### src/rtl/debounce_bank.sv
// debounce_bank: multi-channel pushbutton/switch debouncer with edge pulses.
// Every channel has a 2-FF synchroniser, its own stability counter and a
// small FSM that drives a registered filtered level plus rise/fall pulses.
// MODE 0 (delayed) waits for a full stable window before changing the output.
// MODE 1 (early) follows the first edge at once, then ignores the input
// for the window.

module debounce_bank #(
   parameter int   CHANNELS      = 4,
   parameter int   STABLE_CYCLES = 2_000_000,
   parameter int   MODE          = 0,
   parameter logic INIT_LEVEL    = 1'b0
) (
   input  logic                clk,
   input  logic                reset,
   input  logic                enable,
   input  logic [CHANNELS-1:0] noisy,
   output logic [CHANNELS-1:0] debounced,
   output logic [CHANNELS-1:0] rise,
   output logic [CHANNELS-1:0] fall,
   output logic                changed
);

   // Sized so the counter can hold STABLE_CYCLES itself and never wraps.
   localparam int CNT_W = $clog2(STABLE_CYCLES + 1);
   localparam logic [CNT_W-1:0] CNT_MAX  = CNT_W'(STABLE_CYCLES);
   localparam logic [CNT_W-1:0] CNT_ONE  = CNT_W'(1);
   localparam bit               EARLY    = (MODE != 0);

   // COUNT is only reached in delayed mode, LOCK only in early mode.
   typedef enum logic [1:0] {
      IDLE  = 2'd0,
      COUNT = 2'd1,
      LOCK  = 2'd2
   } state_t;

   genvar gi;
   generate
      for (gi = 0; gi < CHANNELS; gi++) begin : g_ch
         logic             s1_reg;
         logic             s2_reg;
         state_t           state_reg;
         logic [CNT_W-1:0] cnt_reg;
         logic             db_reg;
         logic             rise_reg;
         logic             fall_reg;

         // Two-stage synchroniser; keeps sampling even while disabled.
         always_ff @(posedge clk or posedge reset) begin
            if (reset) begin
               s1_reg <= INIT_LEVEL;
               s2_reg <= INIT_LEVEL;
            end else begin
               s1_reg <= noisy[gi];
               s2_reg <= s1_reg;
            end
         end

         // Channel FSM: stability/lockout counter, filtered level and pulses.
         always_ff @(posedge clk or posedge reset) begin
            if (reset) begin
               state_reg <= IDLE;
               cnt_reg   <= '0;
               db_reg    <= INIT_LEVEL;
               rise_reg  <= 1'b0;
               fall_reg  <= 1'b0;
            end else if (!enable) begin
               // Frozen: state, counter and level hold; pulses drop.
               rise_reg <= 1'b0;
               fall_reg <= 1'b0;
            end else begin
               rise_reg <= 1'b0;
               fall_reg <= 1'b0;
               case (state_reg)
                  IDLE: begin
                     if (s2_reg != db_reg) begin
                        cnt_reg <= CNT_ONE;
                        if (EARLY) begin
                           // Follow the edge now, then lock out bounces.
                           db_reg    <= s2_reg;
                           rise_reg  <= s2_reg;
                           fall_reg  <= ~s2_reg;
                           state_reg <= LOCK;
                        end else begin
                           state_reg <= COUNT;
                        end
                     end else begin
                        cnt_reg <= '0;
                     end
                  end
                  COUNT: begin
                     if (s2_reg == db_reg) begin
                        // Input bounced back: abandon this attempt silently.
                        state_reg <= IDLE;
                        cnt_reg   <= '0;
                     end else if (cnt_reg == CNT_MAX) begin
                        db_reg    <= s2_reg;
                        rise_reg  <= s2_reg;
                        fall_reg  <= ~s2_reg;
                        state_reg <= IDLE;
                        cnt_reg   <= '0;
                     end else begin
                        cnt_reg <= cnt_reg + CNT_ONE;
                     end
                  end
                  LOCK: begin
                     // Input is ignored until the window has elapsed.
                     if (cnt_reg == CNT_MAX) begin
                        state_reg <= IDLE;
                        cnt_reg   <= '0;
                     end else begin
                        cnt_reg <= cnt_reg + CNT_ONE;
                     end
                  end
                  default: begin
                     state_reg <= IDLE;
                     cnt_reg   <= '0;
                  end
               endcase
            end
         end

         assign debounced[gi] = db_reg;
         assign rise[gi]      = rise_reg;
         assign fall[gi]      = fall_reg;
      end
   endgenerate

   // Summary flag straight from the registered pulses.
   assign changed = |(rise | fall);

endmodule

### config.mk
export PLATFORM = sky130hd
export DESIGN_NAME = debounce_bank
export DESIGN_NICKNAME = d
export VERILOG_FILES = /design/src/rtl/debounce_bank.sv
export SDC_FILE = /design/constraint.sdc
export NUM_CORES = 1
export LEC_CHECK = 0
export BUFFER_PORTS_ARGS = -buffer_cell sky130_fd_sc_hd__buf_2
export CELL_PAD_IN_SITES_DETAIL_PLACEMENT = 1
export CELL_PAD_IN_SITES_GLOBAL_PLACEMENT = 1
export CORE_UTILIZATION = 25
export CTS_BUF_LIST = sky130_fd_sc_hd__clkbuf_4 sky130_fd_sc_hd__clkbuf_8 sky130_fd_sc_hd__clkbuf_16
export CTS_CLUSTER_DIAMETER = 100
export CTS_CLUSTER_SIZE = 40
export DETAILED_ROUTE_END_ITERATION = 7
export PLACE_DENSITY_LB_ADDON = 0.1
export SLEW_MARGIN = 15
export SYNTH_ARGS = -nofsm -noshare
export SYNTH_HDL_FRONTEND = slang
export SYNTH_SLANG_ARGS = --single-unit
### constraint.sdc
create_clock -name clk -period 5.75 [get_ports clk]
set_clock_uncertainty 0.15 [all_clocks]
set_input_delay 1.4375 -clock clk [delete_from_list [all_inputs] [get_ports clk]]
set_output_delay 1.4375 -clock clk [all_outputs]
set_load 0.01 [all_outputs]
Yosys cells after proc, flatten, opt, wreduce, memory -nomap -nowiden
Index checks and enable logic that the tools add are counted.
{"block": "word_totals", "reg_bits": 112, "input_bits": 7, "out_inout_bits": 13, "word_cells": 142}
{"block": "classes", "add_sub_neg": 4, "n_eq_ne": 24, "muxes": 64, "bitwise_logic": 9, "n_reduce_logical": 13}
{"op": "21-bit case mux with 3 select lines", "count": 4}
{"op": "21-bit 2-to-1 mux", "count": 8}
{"op": "21-bit by 1-bit adder with 21-bit output, second input constant", "count": 4}
{"op": "21-bit equality test, second input constant", "count": 4}
{"op": "1-bit 2-to-1 mux", "count": 36}
{"op": "2-bit 2-to-1 mux", "count": 12}
{"op": "2-bit case mux with 3 select lines", "count": 4}
{"op": "4-bit AND reduction", "count": 4}
{"op": "2-bit by 1-bit equality test with 1-bit output, second input constant", "count": 4}
{"op": "2-bit equality test, second input constant", "count": 4}
{"op": "2-bit zero test", "count": 4}
{"op": "2-bit != test, second input constant", "count": 4}
{"op": "1-bit NOT", "count": 8}
{"op": "2-bit AND reduction", "count": 4}
{"op": "1-bit equality test", "count": 4}
{"op": "1-bit != test", "count": 4}
{"op": "4-bit OR", "count": 1}
{"op": "4-bit OR reduction", "count": 1}

Longest topological paths before layout
{"block": "depth", "ltp_word": 5, "mapped_depth": 8, "mapped_depth_nobuf": 7}

Worst setup path after synthesis
OpenSTA, ideal clock, no wires.
{"block": "synth_timing", "path_type": "input port to flip-flop", "start": "input port enable", "end": "register g_ch[1].cnt_reg[0]", "setup_ns": 0.137, "arrival_ns": 2.671, "required_time_ns": 5.463, "path_slack_ns": 2.791, "stages": 6, "path_buffers": 4, "cell_sequence": "clkbuf_1 inv_1 clkbuf_1 clkbuf_1 clkbuf_1 a21oi_1"}
{"item": "start, declared", "line": "16", "source": "input logic enable,"}
{"item": "end signal, assigned", "line": "103", "source": "cnt_reg <= cnt_reg + CNT_ONE;"}
{"item": "end signal, assigned", "line": "112", "source": "cnt_reg <= cnt_reg + CNT_ONE;"}
{"item": "end, declared", "line": "43", "source": "logic [CNT_W-1:0] cnt_reg;"}
No word-level cell between the ends.

==> impl_metrics.yaml <==
floorplanning:
  num_rows: 57
  ios: 20
  dieArea_mm2: 0.0256
  fp.dieH_um: 160
  coreArea_mm2: 0.0244
  initial_utilization_pct: 25.6
  die_width_um: 160
clock_tree:
  clk_pin_slew_ns: 0.08
  clkLatencyLatePin_ns: 0.37
  cts-root-buf: "clkbuf_16"
  cts.repair.resized: 0
  htree_num_levels: 3
  cts_hold_buf: 0
  clockBufferDepth: 2
  cts_tree: "yes"
  post_cts_buffers: 0
  cts_buffers: 9
  cts_sinks: 112
placed_design:
  dpl.hpwl_um: 12000
  routabilityCongestion: 0.744
  placed_area_mm2: 0.00665
  portBuffers: 19
yosys:
  synthCells: 664
  yosysMostFrequentCell: "dfrtp_1"
  dominantRegCellSynth: "dfrtp_1"
  yosys_warnings: 0
  yosys-top-cells-area: "dfrtp_1, a22o_1, nor2_1"
  synth.avg_cell_area_um2: 9.41
  yosys.area.top_type_share_pct: 44.9
  synth-seq-cells: 112
  ys_types: 63
  synth_area_leader_cell: "dfrtp_1"
  synth_edf_count: 0
  ys_seq_area_share_pct: 44.9
  synthArstFlopShare_pct: 100
  syn-num-nets: 679
  netlist_area_mm2: 0.00625
  synth_commonest_cells: "dfrtp_1, nor2_1, nand2_1, nand3_1, inv_1"
drt:
  first_pass_iters: 5
  drtIter0Drc: 235
  num_vias: 5118
  drc_errors: 0
  vias_per_cell: 5.14
  wl_per_cell_um: 17.6
  wirelength_um: 17500
  ant_nets: 0
setup_path:
  start_kind: "input port"
  cp_max_fo: 54
  startpoint: "enable"
  required_ns: 5.82
  path_cells: "buf_2 -> buf_4 -> nand4_1 -> nor4_1 -> nand3_1 -> xor2_1 -> a21oi_1"
  end_kind: "flip-flop"
  worst-setup-path-type: "in -> reg"
  cpPeakStageDelay_ns: 0.55
  slowest_stage: "nor4_1"
  crit_arrival_ns: 3.23
  reg2reg_from: "g_ch[1].cnt_reg[5]"
grt:
  grt_pass1_vias: 5373
  grtUsageTotal_pct: 14.5
  grt_max_degree: 55
  gr-total-overflow: 0
  grt_pass1_wl_um: 29600
  antenna_found_initial: 0
job:
  maxCapViolCount: 0
worst_hold_path:
  hold_path_class: "reg -> reg"
  hp-start: "g_ch[1].s1_reg"
sta:
  slew_headroom_pct: 36.9
  tightest_slew_ns: 0.938
  finalSetupViolCount: 0
  rsz0062_at_grt: "false"
  min_period_over_period_pct: 54.9
  slew_violations: 0
  setup_tns_ns: 0
  finalCriticalPeriod_ns: 3.16
  fmax_mhz: 317
  final_hold_viol_count: 0
outcome:
  outcome: "complete, no violations"
pwr:
  power_leakage_nw: 3.00
  ir_drop_mv: 0.188
  power.density_mw_per_mm2: 237
finish:
  drive_above_1_share_pct: 9.67
  antenna_cells: 0
  area_delta_synth_final_pct: 11.7
  largest_register_ffs: 84
  final_nets: 682
  ff_latch_area_mm2: 0.00280
  num-fill-cells: 2841
  multiInputGateArea_mm2: 0.00314
  design_area_mm2: 0.00698
==> cell usage in the layout (no fill, tap or decap), types with 10 or more instances in the layout <==
master     count
nand3_1       36
o31ai_1       24
nor4_1        17
and3_1        19
buf_4         13
dfrtp_1      112
nand2_1       38
a21o_1        13
o21ai_0       26
buf_2         19
inv_1         26
nand4_1       20
o2bb2ai_1     12
a22o_1        25
a21oi_1       24
nor2_1        51
nor3_1        21
nor2b_1       19
xor2_1        10
==> area by class of cell <==
type                       count  area share [%]
timing repair buffer          32            2.76
tap                          324            5.81
multi-input combinational    485            45.1
clock inverter                 6            1.29
clock buffer                  10            3.42
sequential                   112            40.2
inverter                      27            1.49
==> cell families after synthesis <==
family,synth area share [%]
and+or+nand+nor,25.6
AOI/OAI and AO/OA,18.0
muxes,2.52
DFF,44.9
buffers and inverters,4.89
xor gates and xnor gates,2.52
adders and majority gates,1.60
==> through the flow <==
stage / power, W / setup slack (ns) / utilization (%) / hold WS (ns) / std cells
finish: 0.00166 / 2.59 / 28.6 / 0.205 / 996
global route: 0.00173 / 2.40 / 28.6 / 0.218 / 996
CTS: 0.00169 / 2.58 / 28.6 / 0.207 / 996
detailed placement: 0.000954 / 2.21 / 27.3 / 0.186 / 980
global placement: 0.000950 / 2.27 / 27.3 / 0.182 / 980
floorplan: 0.000910 / 1.20 / - / 0.181 / 664
==> per-layer routing <==
metal  vias to the layer above  routed length, um  global-route usage, %
li1                       2471                  -                      -
met1                      2593               8690                   19.6
met2                        33               8150                   23.3
met3                        21                292                   2.10
met4                         0                406                   5.37
met5                         -                  0                      0
==> worst paths after layout <==
kind / endpoint / slack (ns) / cells past startpoint
worst max register to register: g_ch[1].cnt_reg[2] / 2.92 / 6
worst max-delay path: g_ch[3].cnt_reg[14] / 2.59 / 7
worst min-delay path: g_ch[1].s2_reg / 0.21 / 0
worst min register to register: g_ch[1].s2_reg / 0.21 / 0
min in group asynchronous: g_ch[1].db_reg / 1.02 / 2
max in group asynchronous: g_ch[3].cnt_reg[17] / 3.47 / 3
==> report_power, final <==
group	internal (W)	switching (W)
clock network	0.000398	0.000326
registers	0.000799	0.0000160
logic	0.0000367	0.0000818
total	0.00123	0.000424
==> critical path: cells and delay by family <==
kind	cells	cell delay, ns
buffers and inverters	2	0.59
AND/OR/NAND/NOR	3	0.95
XOR/XNOR	1	0.18
AO/OA/AOI/OAI	1	0.05
Note: power is estimated with default switching activity, not from simulation.
